===== src/rtl/payload_byte_feeder.sv =====
// payload_byte_feeder: serialises a keep-masked word stream into one byte per cycle with one-hot decode for the payload engines
// Ports: clk, resetn (async, active-low); s_tdata/s_tkeep/s_tlast/s_tvalid/s_tready word input;
// sod engine clear pulse; en byte strobe; byte_out and dec_char current byte and its one-hot decode;
// eop end-of-packet pulse with pkt_len kept-byte count (saturating).
// Build option CASE_FOLD_EN: fold ASCII 'A'..'Z' to lower case before byte_out/dec_char.
module payload_byte_feeder #(
  parameter int DATA_WIDTH = 64,
  parameter int KEEP_WIDTH = DATA_WIDTH / 8,
  parameter int LEN_WIDTH = 16
) (
  input  logic                  clk,
  input  logic                  resetn,
  input  logic [DATA_WIDTH-1:0] s_tdata,
  input  logic [KEEP_WIDTH-1:0] s_tkeep,
  input  logic                  s_tlast,
  input  logic                  s_tvalid,
  output logic                  s_tready,
  output logic                  sod,
  output logic                  en,
  output logic [7:0]            byte_out,
  output logic [255:0]          dec_char,
  output logic                  eop,
  output logic [LEN_WIDTH-1:0]  pkt_len
);
  localparam logic [2:0] IDLE = 3'd0;
  localparam logic [2:0] SOD = 3'd1;
  localparam logic [2:0] SHIFT = 3'd2;
  localparam logic [2:0] WAIT = 3'd3;
  localparam logic [2:0] EOP = 3'd4;
  logic [2:0] r_state, w_nstate;
  logic [DATA_WIDTH-1:0] r_data, w_src_data;
  logic [KEEP_WIDTH-1:0] r_keep, w_src_keep, w_rem;
  logic r_last, w_src_last, w_load, w_src_ext, w_shift, w_en;
  logic [7:0] w_raw, w_byte;
  logic [LEN_WIDTH-1:0] r_cnt;
  logic r_ready, r_sod, r_en, r_eop;
  logic [7:0] r_byte;
  logic [255:0] r_dec;
  logic [LEN_WIDTH-1:0] r_len;
  assign s_tready = r_ready;
  assign sod = r_sod;
  assign en = r_en;
  assign byte_out = r_byte;
  assign dec_char = r_dec;
  assign eop = r_eop;
  assign pkt_len = r_len;
  // w_shift marks an edge into a SHIFT cycle; the byte shown in that cycle comes either from the
  // buffer or, on a mid-packet handshake, straight from the input word so words chain gaplessly.
  always_comb begin
    w_load = r_ready & s_tvalid;
    w_src_ext = w_load & (r_state != IDLE);
    w_src_data = w_src_ext ? s_tdata : r_data;
    w_src_keep = w_src_ext ? s_tkeep : r_keep;
    w_src_last = w_src_ext ? s_tlast : r_last;
    w_rem = w_src_keep & (w_src_keep - KEEP_WIDTH'(1));
    w_shift = (r_state == SOD) | w_src_ext | ((r_state == SHIFT) & (|r_keep));
    w_en = w_shift & (|w_src_keep);
    w_raw = '0;
    for (int i = KEEP_WIDTH - 1; i >= 0; i--)
      if (w_src_keep[i]) w_raw = w_src_data[i*8 +: 8];
`ifdef CASE_FOLD_EN
    w_byte = (w_raw >= 8'h41 && w_raw <= 8'h5A) ? w_raw + 8'h20 : w_raw;
`else
    w_byte = w_raw;
`endif
    w_nstate = (r_state == IDLE) ? (w_load ? SOD : IDLE) :
               (r_state == SOD) ? SHIFT :
               (r_state == EOP) ? IDLE :
               w_shift ? SHIFT :
               (r_state == SHIFT && r_last) ? EOP : WAIT;
  end
  always_ff @(posedge clk or negedge resetn) begin
    if (!resetn) begin
      r_state <= IDLE;
      r_data <= '0;
      r_keep <= '0;
      r_last <= 1'b0;
      r_cnt <= '0;
      r_ready <= 1'b0;
      r_sod <= 1'b0;
      r_en <= 1'b0;
      r_eop <= 1'b0;
      r_byte <= '0;
      r_dec <= '0;
      r_len <= '0;
    end else begin
      r_state <= w_nstate;
      r_sod <= w_nstate == SOD;
      r_eop <= w_nstate == EOP;
      // ready rises in the same cycle the final lane of a non-last word is shown
      r_ready <= (w_nstate == IDLE) | (w_nstate == WAIT) | (w_shift & ~|w_rem & ~w_src_last);
      r_en <= w_en;
      r_byte <= w_en ? w_byte : '0;
      r_dec <= w_en ? (256'(1) << w_byte) : '0;
      if (r_state == IDLE && w_load) begin
        r_data <= s_tdata;
        r_keep <= s_tkeep;
        r_last <= s_tlast;
        r_cnt <= '0;
      end else if (w_shift) begin
        r_data <= w_src_data;
        r_keep <= w_rem;
        r_last <= w_src_last;
        if (w_en && ~&r_cnt) r_cnt <= r_cnt + LEN_WIDTH'(1);
      end
      if (w_nstate == EOP) r_len <= r_cnt;
    end
  end
endmodule


===== config.mk =====
export PLATFORM = sky130hd
export DESIGN_NAME = payload_byte_feeder
export DESIGN_NICKNAME = d
export VERILOG_FILES = /design/src/rtl/payload_byte_feeder.sv
export SDC_FILE = /design/constraint.sdc
export NUM_CORES = 1
export LEC_CHECK = 0
export CAP_MARGIN = 20
export CORE_UTILIZATION = 50
export DETAILED_ROUTE_END_ITERATION = 7
export GPL_TIMING_DRIVEN = 0
export PLACE_DENSITY_LB_ADDON = 0.15
export SLEW_MARGIN = 10
export SYNTH_ARGS = -nofsm -noshare
export SYNTH_HDL_FRONTEND = slang
export SYNTH_SLANG_ARGS = --single-unit

===== constraint.sdc =====
create_clock -name clk -period 5.4 [get_ports clk]
set_input_delay 0.81 -clock clk [delete_from_list [all_inputs] [get_ports clk]]
set_output_delay 0.81 -clock clk [all_outputs]
set_load 0.01 [all_outputs]

==> reports/results.tsv <==
stage	metric	value	unit
timing	Worst slew margin	0.232	
timing	final setup fails	0	
timing	Max Clock Freq	0.230	GHz
timing	Clock Skews	0.0156	ns
finish	multi-input logic area	5490	sq um
clock_network	Setup Buffers After CTS	0	
min_path	HP Class	in -> async	
clock_network	CTS Buffer Depth	3	
finish	most common cell after layout, fill and taps aside	dfrtp_1	
yosys	post-synthesis instance total	1445	
grt	first-pass GRT wire length	82100	microns
route	drt first pass iters	8	
power	Lkg Pwr	9.01	nW
status	status	finished, violations left	
route	initial DRC count	1592	
placement	GP Congestion	0.952	
clock_network	CTS buffer count	39	
route	DRC Markers	66	
finish	fin nets	1923	
yosys	synthesized area	15700	sq um
setup_path	worst reg2reg path endpoint	dec_char[36]	
finish	Register Area	9410	sq um
timing	period utilization	0.805	
setup_path	Reg2Reg Depth	7	
setup_path	crit end category	flop	
clock_network	htree depth	2	
clock_network	hold buffers post-CTS	0	
timing	final slew viol count	0	
yosys	EDFF count, synth	0	
finish	antenna diode count	0	
floorplanning	initial core utilization	0.511	
timing	RSZ-0062 raised after global routing	no	
yosys	ys flop type	dfrtp_1	
route	Routed Antenna Nets	0	
clock_network	worst skew pair latency	0.53	ns
floorplanning	die area	32100	sq um
clock_network	CTS tree	done	
finish	most frequent cells in the layout	dfrtp_1 (376), clkdlybuf4s50_1 (356), nand2_1 (265)	
timing	endpoints failing hold	0	
setup_path	Max FO, Critical Path	10	
run	total of max-cap violations	0	
placement	post-DP HPWL	39000	microns
floorplanning	row count	64	
floorplanning	Chip Width	179	microns
setup_path	CP Cell Sequence	clkdlybuf4s50_1, clkbuf_1, a221oi_1, o41ai_1, a211oi_1, o21ai_1, clkbuf_1, nor4_1	
setup_path	FF-to-FF Start	r_state[1]	
power	maximum VDD drop	494	uV
setup_path	crit path kind	in -> reg	
route	vias per cell	6.16	
placement	I/O Buffers	357	
grt	via count of the first global-routing pass	13434	
yosys	FF+latch count, synth	376	
clock_network	post_cts resized	0	
grt	initial antenna violation count	1	
status	failing checks	DRC	
floorplanning	I/O Pins	360	
route	Via Count	13997	
power	Cell Pwr Density	648	nW/um^2
yosys	Seq/Total Area, Yosys	0.599	
finish	share of layout cells above drive strength 1	0.119	
yosys	ys async rst share	1.00	
route	WL final	54600	microns
clock_network	clk sinks	376	
setup_path	Slowest cell on crit path	o21ai_1	
setup_path	Worst R2R Setup Slack	1.59	ns
setup_path	Crit path required time	5.77	ns
yosys	Syn Area/Cell	10.9	sq um
floorplanning	Core Box Area	30700	sq um
setup_path	Critical Path AT	4.72	ns
timing	Slew @ Worst Pin	1.14	ns
clock_network	Reg clk slew, reported paths	0.06	ns
route	wire per inst	24.0	microns
grt	Remaining Overflow, GRT	0	
yosys	syn_nets	1522	
clock_network	Clock Tree Root	clkbuf_16	
grt	Total GRT Usage	0.344	
timing	Final Hold Slack	0.221	ns
setup_path	Most common cell on crit path	clkbuf_1	
floorplanning	die height	179	microns
finish	fill count	2318	
yosys	Yosys cell types	76	
setup_path	Crit path largest cell delay	0.95	ns
timing	setup TNS	0	ns
finish	area grow syn2layout	35.3	%
grt	largest net degree at the start of global routing	110	
setup_path	startpoint types	input pin	
timing	Tmin final	4.35	ns
yosys	YS warnings	0	
## worst max path at each step
stage,slack (ns),end,from,depth (start not counted)
finish,1.05,dec_char[227],s_tkeep[5],8
global placement,-12.55,dec_char[225],resetn,1
detailed placement,0.67,dec_char[227],s_tkeep[5],8
floorplan,2.51,dec_char[71],s_tkeep[2],9
CTS,1.20,dec_char[227],s_tkeep[5],8
global route,0.99,dec_char[241],s_tkeep[7],8
## synth_stat cells (all sizes together) (2+ instances only)
library cell  number  area (sq um)
a221oi            11          96.3
o311ai             4          60.1
and3               3          18.8
nor2b             22           138
clkbuf            78           294
o211a              3          30.0
inv               21          78.8
nand3b            10          75.1
a221o              5          50.1
mux2i              8          80.1
and2               6          37.5
or4                4          30.0
buf               76           433
a22oi             13          97.6
o22ai             13          87.6
nand2b            10          62.6
maj3               3          30.0
a2bb2oi            4          35.0
xor2               2          17.5
o41ai              2          17.5
or2                4          25.0
nor4             260          2030
o31a               2          18.8
a211o              3          26.3
nor2              33           124
o31ai              9          81.3
nand4             12          96.3
o21ai             42           214
a21o               5          37.5
nor3b              8          60.1
a21oi             47           235
nand2            266          1000
o211ai             7          71.3
a211oi             4          30.0
or3               13          81.3
nand3             23           120
dfrtp            376          9410
nor3              16          90.1
## layer usage
layer  vias up  share of wire  track usage
li1       6024              -            -
met1      6984           0.38        0.440
met2       830           0.48        0.567
met3       157          0.090       0.0655
met4         2          0.049        0.159
met5         -        0.00018            0
## layout make-up
cell class	count	area share
Buffer	154	0.0342
Clock inverter	16	0.0118
Inverter	21	0.00371
Timing Repair Buffer	360	0.172
Sequential cell	376	0.443
Clock buffer	54	0.0534
Tap cell	396	0.0233
Multi-Input combinational cell	894	0.258
## cell families after synthesis
logic type,count (synthesis),share of synthesized area
and+or+nand+nor,693,0.256
DFF,376,0.599
buffers and inverters,175,0.0513
xor gates and xnor gates,2,0.00112
adders and majority gates,4,0.00271
muxes,8,0.00510
AOI/OAI and AO/OA,187,0.0843
## per-stage QoR
stage,utilization,power (W),std cells,setup slack [ns],area (sq um)
floorplan,-,0.00806,1445,2.51,15700
global placement,0.643,0.0106,2198,-12.55,19800
detailed placement,0.646,0.0107,2201,0.671,19900
CTS,0.691,0.0136,2271,1.20,21200
global route,0.691,0.0143,2271,0.986,21200
finish,0.691,0.0138,2271,1.05,21200
## report_power, final
group          internal [W]  switching (W)  total [W]
Sequential          0.00322       0.000284    0.00350
Combinational       0.00171        0.00567    0.00738
Clock               0.00176        0.00112    0.00288
## worst max-delay path: cells and delay by family
kind,cells,cell delay [ns]
and+or+nand+nor,1,0.13
AOI/OAI and AO/OA,4,2.20
buffers and inverters,3,1.57
(Power assumes the default switching activity.)
==> RTL edit 1 (same settings) <==
Change the parameter `LEN_WIDTH` from 16 to 8.
--- a/src/rtl/payload_byte_feeder.sv
+++ b/src/rtl/payload_byte_feeder.sv
@@ -8,3 +8,3 @@
   parameter int KEEP_WIDTH = DATA_WIDTH / 8,
-  parameter int LEN_WIDTH = 16
+  parameter int LEN_WIDTH = 8
 ) (
Ports: changed (resized pkt_len); port bits go from 360 to 352. The function was not compared with the original's and may differ.
==> RTL edit 1 against the unedited design <==
- power shrank 28%
- clock skew shrank 0.00096 ns
- core utilization grew 2.3 points
- setup slack gained 0.27 ns
- hold slack gained 0.025 ns
- clock power shrank 8.3%
- wire length shrank 20%
- cell area shrank 11%
- sequential cell count shrank 16
- synthesized area shrank 13%
- critical path type unchanged
- critical endpoint is now dec_char[239]
- largest cell class unchanged
- highest routed layer is now met4
==> RTL edit 1: results (changes against the unedited design) <==
top sig layer met4 (was met5); Max IR drop VDD 0.4060 mV (was 0.4941 mV); CTS clk-pin slew, worst paths 0.06 ns (about the same); Yosys warning count 0 (unchanged); WL/cell 21.27 um (was 24.04 um); Worst-Skew Late Latency approximately 0.52 ns; Seq/Total Area, Yosys 0.6631 (was 0.5993); leak pwr 0.008386 uW (was 0.009012 uW); CTS Buf Count 37 (was 39); largest net degree at the start of global routing 105 (was 110); final wirelength 43620 um (was 54590 um); wire length on met2 21810 um (was 26450 um); grt met2 use 0.5396 (was 0.5669); layout filler cell count 1955 (was 2318); Area contributors post-synth dfrtp_1, nor2_1, nand2_1, nand3_1, clkbuf_1 (was dfrtp_1, nor4_1, nand2_1, nor4_2, clkbuf_1); GP Congestion 0.9753 (was 0.9524); # Post-CTS Setup Buffers 0 (unchanged); initial antenna violation count 0 (was 1); post-synth cell types 64 (was 76); Global Route Usage Sum 0.3169 (was 0.3441); status finished clean (was complete, but fails checks); PortBufs 346 (was 357); Main synth FF type dfrtp_1 (unchanged); wl on met1 16890 um (was 20530 um); met3 wire len 3310 um (was 4916 um); share of cells above drive strength 1 0.06760 (was 0.1195); top cells by count, synth dfrtp_1, nor2_1, nand2_1 (was dfrtp_1, nand2_1, nor4_1); first-pass GRT wire length 66580 um (was 82060 um); number of inserted diodes 0 (unchanged); global-route track usage on met3 0.06131 (was 0.06552); Clock Path Buffers 3 (unchanged); Syn Nets 1380 (was 1522); async set or reset register ratio after synthesis 1.000 (unchanged); H-tree depth 2 (unchanged); Max stage delay on crit path 0.65 ns (was 0.95 ns); met1 Use GR 0.4029 (was 0.4398); Cells after DPL 1987 (was 2201); Crit path max-delay family buffers and inverters (was compound AO/OA/AOI/OAI gates); Worst path slowest cell o21ai_1 (unchanged); Post-CTS Resized 0 (unchanged); vias post-DR 11330 (was 14000); layout net count 1768 (was 1923); CP max FO 10 (unchanged); Worst Clk Skew 0.01462 ns (was 0.01559 ns); Cells after Synth 1303 (was 1445); RR Startpoint r_state[2] (was r_state[1]); Root Buffer clkbuf_16 (unchanged); CP Launch Point s_tvalid (was s_tkeep[5]); WP data arrival 4.52 ns (was 4.72 ns); Hold Crit Class primary input to asynchronous set/reset pin (unchanged); Iter 0 DRT Violations 1141 (was 1592); HPWL Detailed 31400 um (was 39020 um); DRT Pass-1 Iters 6 (was 8); worst r2r path cells 9 (was 7); measured slew at the worst slew-check pin 0.8317 ns (was 1.144 ns)
-- RTL edit 1: layout make-up --
class / count / area, um^2 / area share
plain buffers: 85 / 371.6 / 0.01974
clock buffers: 58 / 1136 / 0.06036
clock inverters: 6 / 131.4 / 0.006980
inverters: 28 / 105.1 / 0.005584
multi-input cells: 830 / 4100 / 0.2178
flip-flops and latches: 360 / 9009 / 0.4786
well taps: 335 / 419.2 / 0.02227
repair buffers: 349 / 3551 / 0.1886
-- RTL edit 1: logic make-up (layout without fill, tap and decap cells) --
group / Yosys count / after routing / share of synthesized area
and+or+nand+nor: 644 / 644 / 0.1995
AOI/OAI and AO/OA: 168 / 168 / 0.08888
adders and majority gates: 1 / 1 / 0.0009208
xor gates and xnor gates: 5 / 5 / 0.003224
muxes: 12 / 12 / 0.009302
DFF: 360 / 360 / 0.6631
buffers and inverters: 113 / 526 / 0.03509
-- RTL edit 1: worst paths after layout --
path	endpoint	slack, ns
worst max register to register	dec_char[239]	1.64
worst max-delay path	dec_char[239]	1.32
worst min-delay path	asynchronous set/reset pin	0.25
max in group asynchronous	dec_char[206]	3.80
min in group clk	flip-flop	0.47
worst min register to register	flip-flop	0.47
-- RTL edit 1: power by group --
part	internal, uW	switching [uW]	total (uW)
sequential	3100	230	3330
clock	1590	1050	2640
combinational	1160	2720	3880
-- RTL edit 1: through the flow --
stage	utilization	instance area (um^2)	setup TNS [ns]	hold WS (ns)	worst slack, ns
finish	0.7142	18820	0	0.2456	1.321
global route	0.7142	18820	0	0.3063	1.130
detailed placement	0.6661	17560	0	0.4625	0.9508
floorplan	-	13590	0	0.4374	2.445
CTS	0.7142	18820	0	0.2753	1.461
global placement	0.6628	17470	-4139.70	0.4560	-11.54
==> RTL edit 2 (same flow settings) <==
Made on the original files. `r_byte` no longer has a reset.
--- a/src/rtl/payload_byte_feeder.sv
+++ b/src/rtl/payload_byte_feeder.sv
@@ -82,3 +82,2 @@
       r_eop <= 1'b0;
-      r_byte <= '0;
       r_dec <= '0;
@@ -92,3 +91,2 @@
       r_en <= w_en;
-      r_byte <= w_en ? w_byte : '0;
       r_dec <= w_en ? (256'(1) << w_byte) : '0;
@@ -108,2 +106,6 @@
   end
+
+  always_ff @(posedge clk) begin
+    r_byte <= w_en ? w_byte : '0;
+  end
 endmodule
Behaviour: differs if resetn is asserted again (counterexample within 4 cycles, from zero or initial values and one cycle with resetn low); with resetn held inactive, the same outputs for 4 cycles.
==> RTL edit 2 against the unedited design <==
- highest routed layer is now met4
- cell count fell by 2.5%
- sequential cell count did not move
- first-iteration DRC count fell by 34%
- synthesized area fell by 3.0%
- power fell by 12%
- die area fell by 3.0%
- hold slack got worse by 0.0015 ns
- setup slack improved by 0.60 ns
- synthesized cell count fell by 3.1%
- cell area fell by 3.0%
- sequential share of layout area rose by 1.2 points
- wire length fell by 7.7%
==> RTL edit 2: results (changes against the unedited design) <==
via/cell ratio 5.805 (was 6.163); multi-input logic area 0.005159 mm^2 (was 0.005485 mm^2); Worst Clk Skew 0.01237 ns (was 0.01559 ns); Slew headroom 0.2570 (was 0.2321); Final min period 3.748 ns (was 4.348 ns); R2R setup slack 1.78 ns (was 1.59 ns); status finished clean (was complete, but fails checks); layout filler cell count 2217 (was 2318); CP Launch Point s_tvalid (was s_tkeep[5]); PortBufs 355 (was 357); syn avg cell area 10.87 um^2 (about the same); non-clk buf share 0.2063 (was 0.2066); HPWL Detailed 35900 um (was 39020 um); first-pass GRT wire length 75360 um (was 82060 um); Non-clk bufs 487 (was 514); Cells after Synth 1400 (was 1445); Area contributors post-synth dfrtp_1, nor3_1, nand2_1, nor3_2, nand4_4 (was dfrtp_1, nor4_1, nand2_1, nor4_2, clkbuf_1); initial antenna violation count 0 (was 1); Cells after DPL 2149 (was 2201); multi-input logic cell count 872 (was 894); P_sw 5818 uW (was 7073 uW); WP data arrival 4.19 ns (was 4.72 ns); Iter 0 DRT Violations 1050 (was 1592); sequential cell area 0.009369 mm^2 (was 0.009409 mm^2); post-synth cell types 75 (was 76); leak pwr 0.008852 uW (was 0.009012 uW); invs w/o clock 24 (was 21); async set or reset register ratio after synthesis 0.9787 (was 1.000); final wirelength 50390 um (was 54590 um); worst r2r path cells 9 (was 7); GP Congestion 0.9809 (was 0.9524); Max IR drop VDD 0.3423 mV (was 0.4941 mV)
==> RTL edit 2: changes by cell type in the layout (fill, tap and decap cells not counted), moves of 12 or more <==
cell / delta
buf_2: -12
mux2_2: +18
nand2_1: -23
nor3_1: +219
nor3_2: +28
nor4_1: -191
nor4_2: -63
==> RTL edit 2: kinds of logic after synthesis <==
logic type	Yosys count	share of synthesized area
simple gates	659	0.2308
flops	376	0.6155
compound gates	183	0.08581
buf+inv	152	0.04562
mux	27	0.02030
xor+xnor	2	0.001151
fa+ha+maj	1	0.0008218
==> RTL edit 2: power groups by stage <==
stage	Combinational [uW]	Sequential, uW	Clock (uW)
finish	6060	3490	2620
detailed placement	5930	3530	0
floorplan	3900	3520	0
CTS	5980	3480	2640
global route	6460	3520	2740
global placement	5850	3520	0
==> RTL edit 2: metal layers <==
metal,up-vias,part of all wire,track usage
li1,5682,-,-
met1,6364,0.39,0.4141
met2,655,0.49,0.5428
met3,156,0.074,0.05103
met4,0,0.050,0.1537
met5,-,0,0
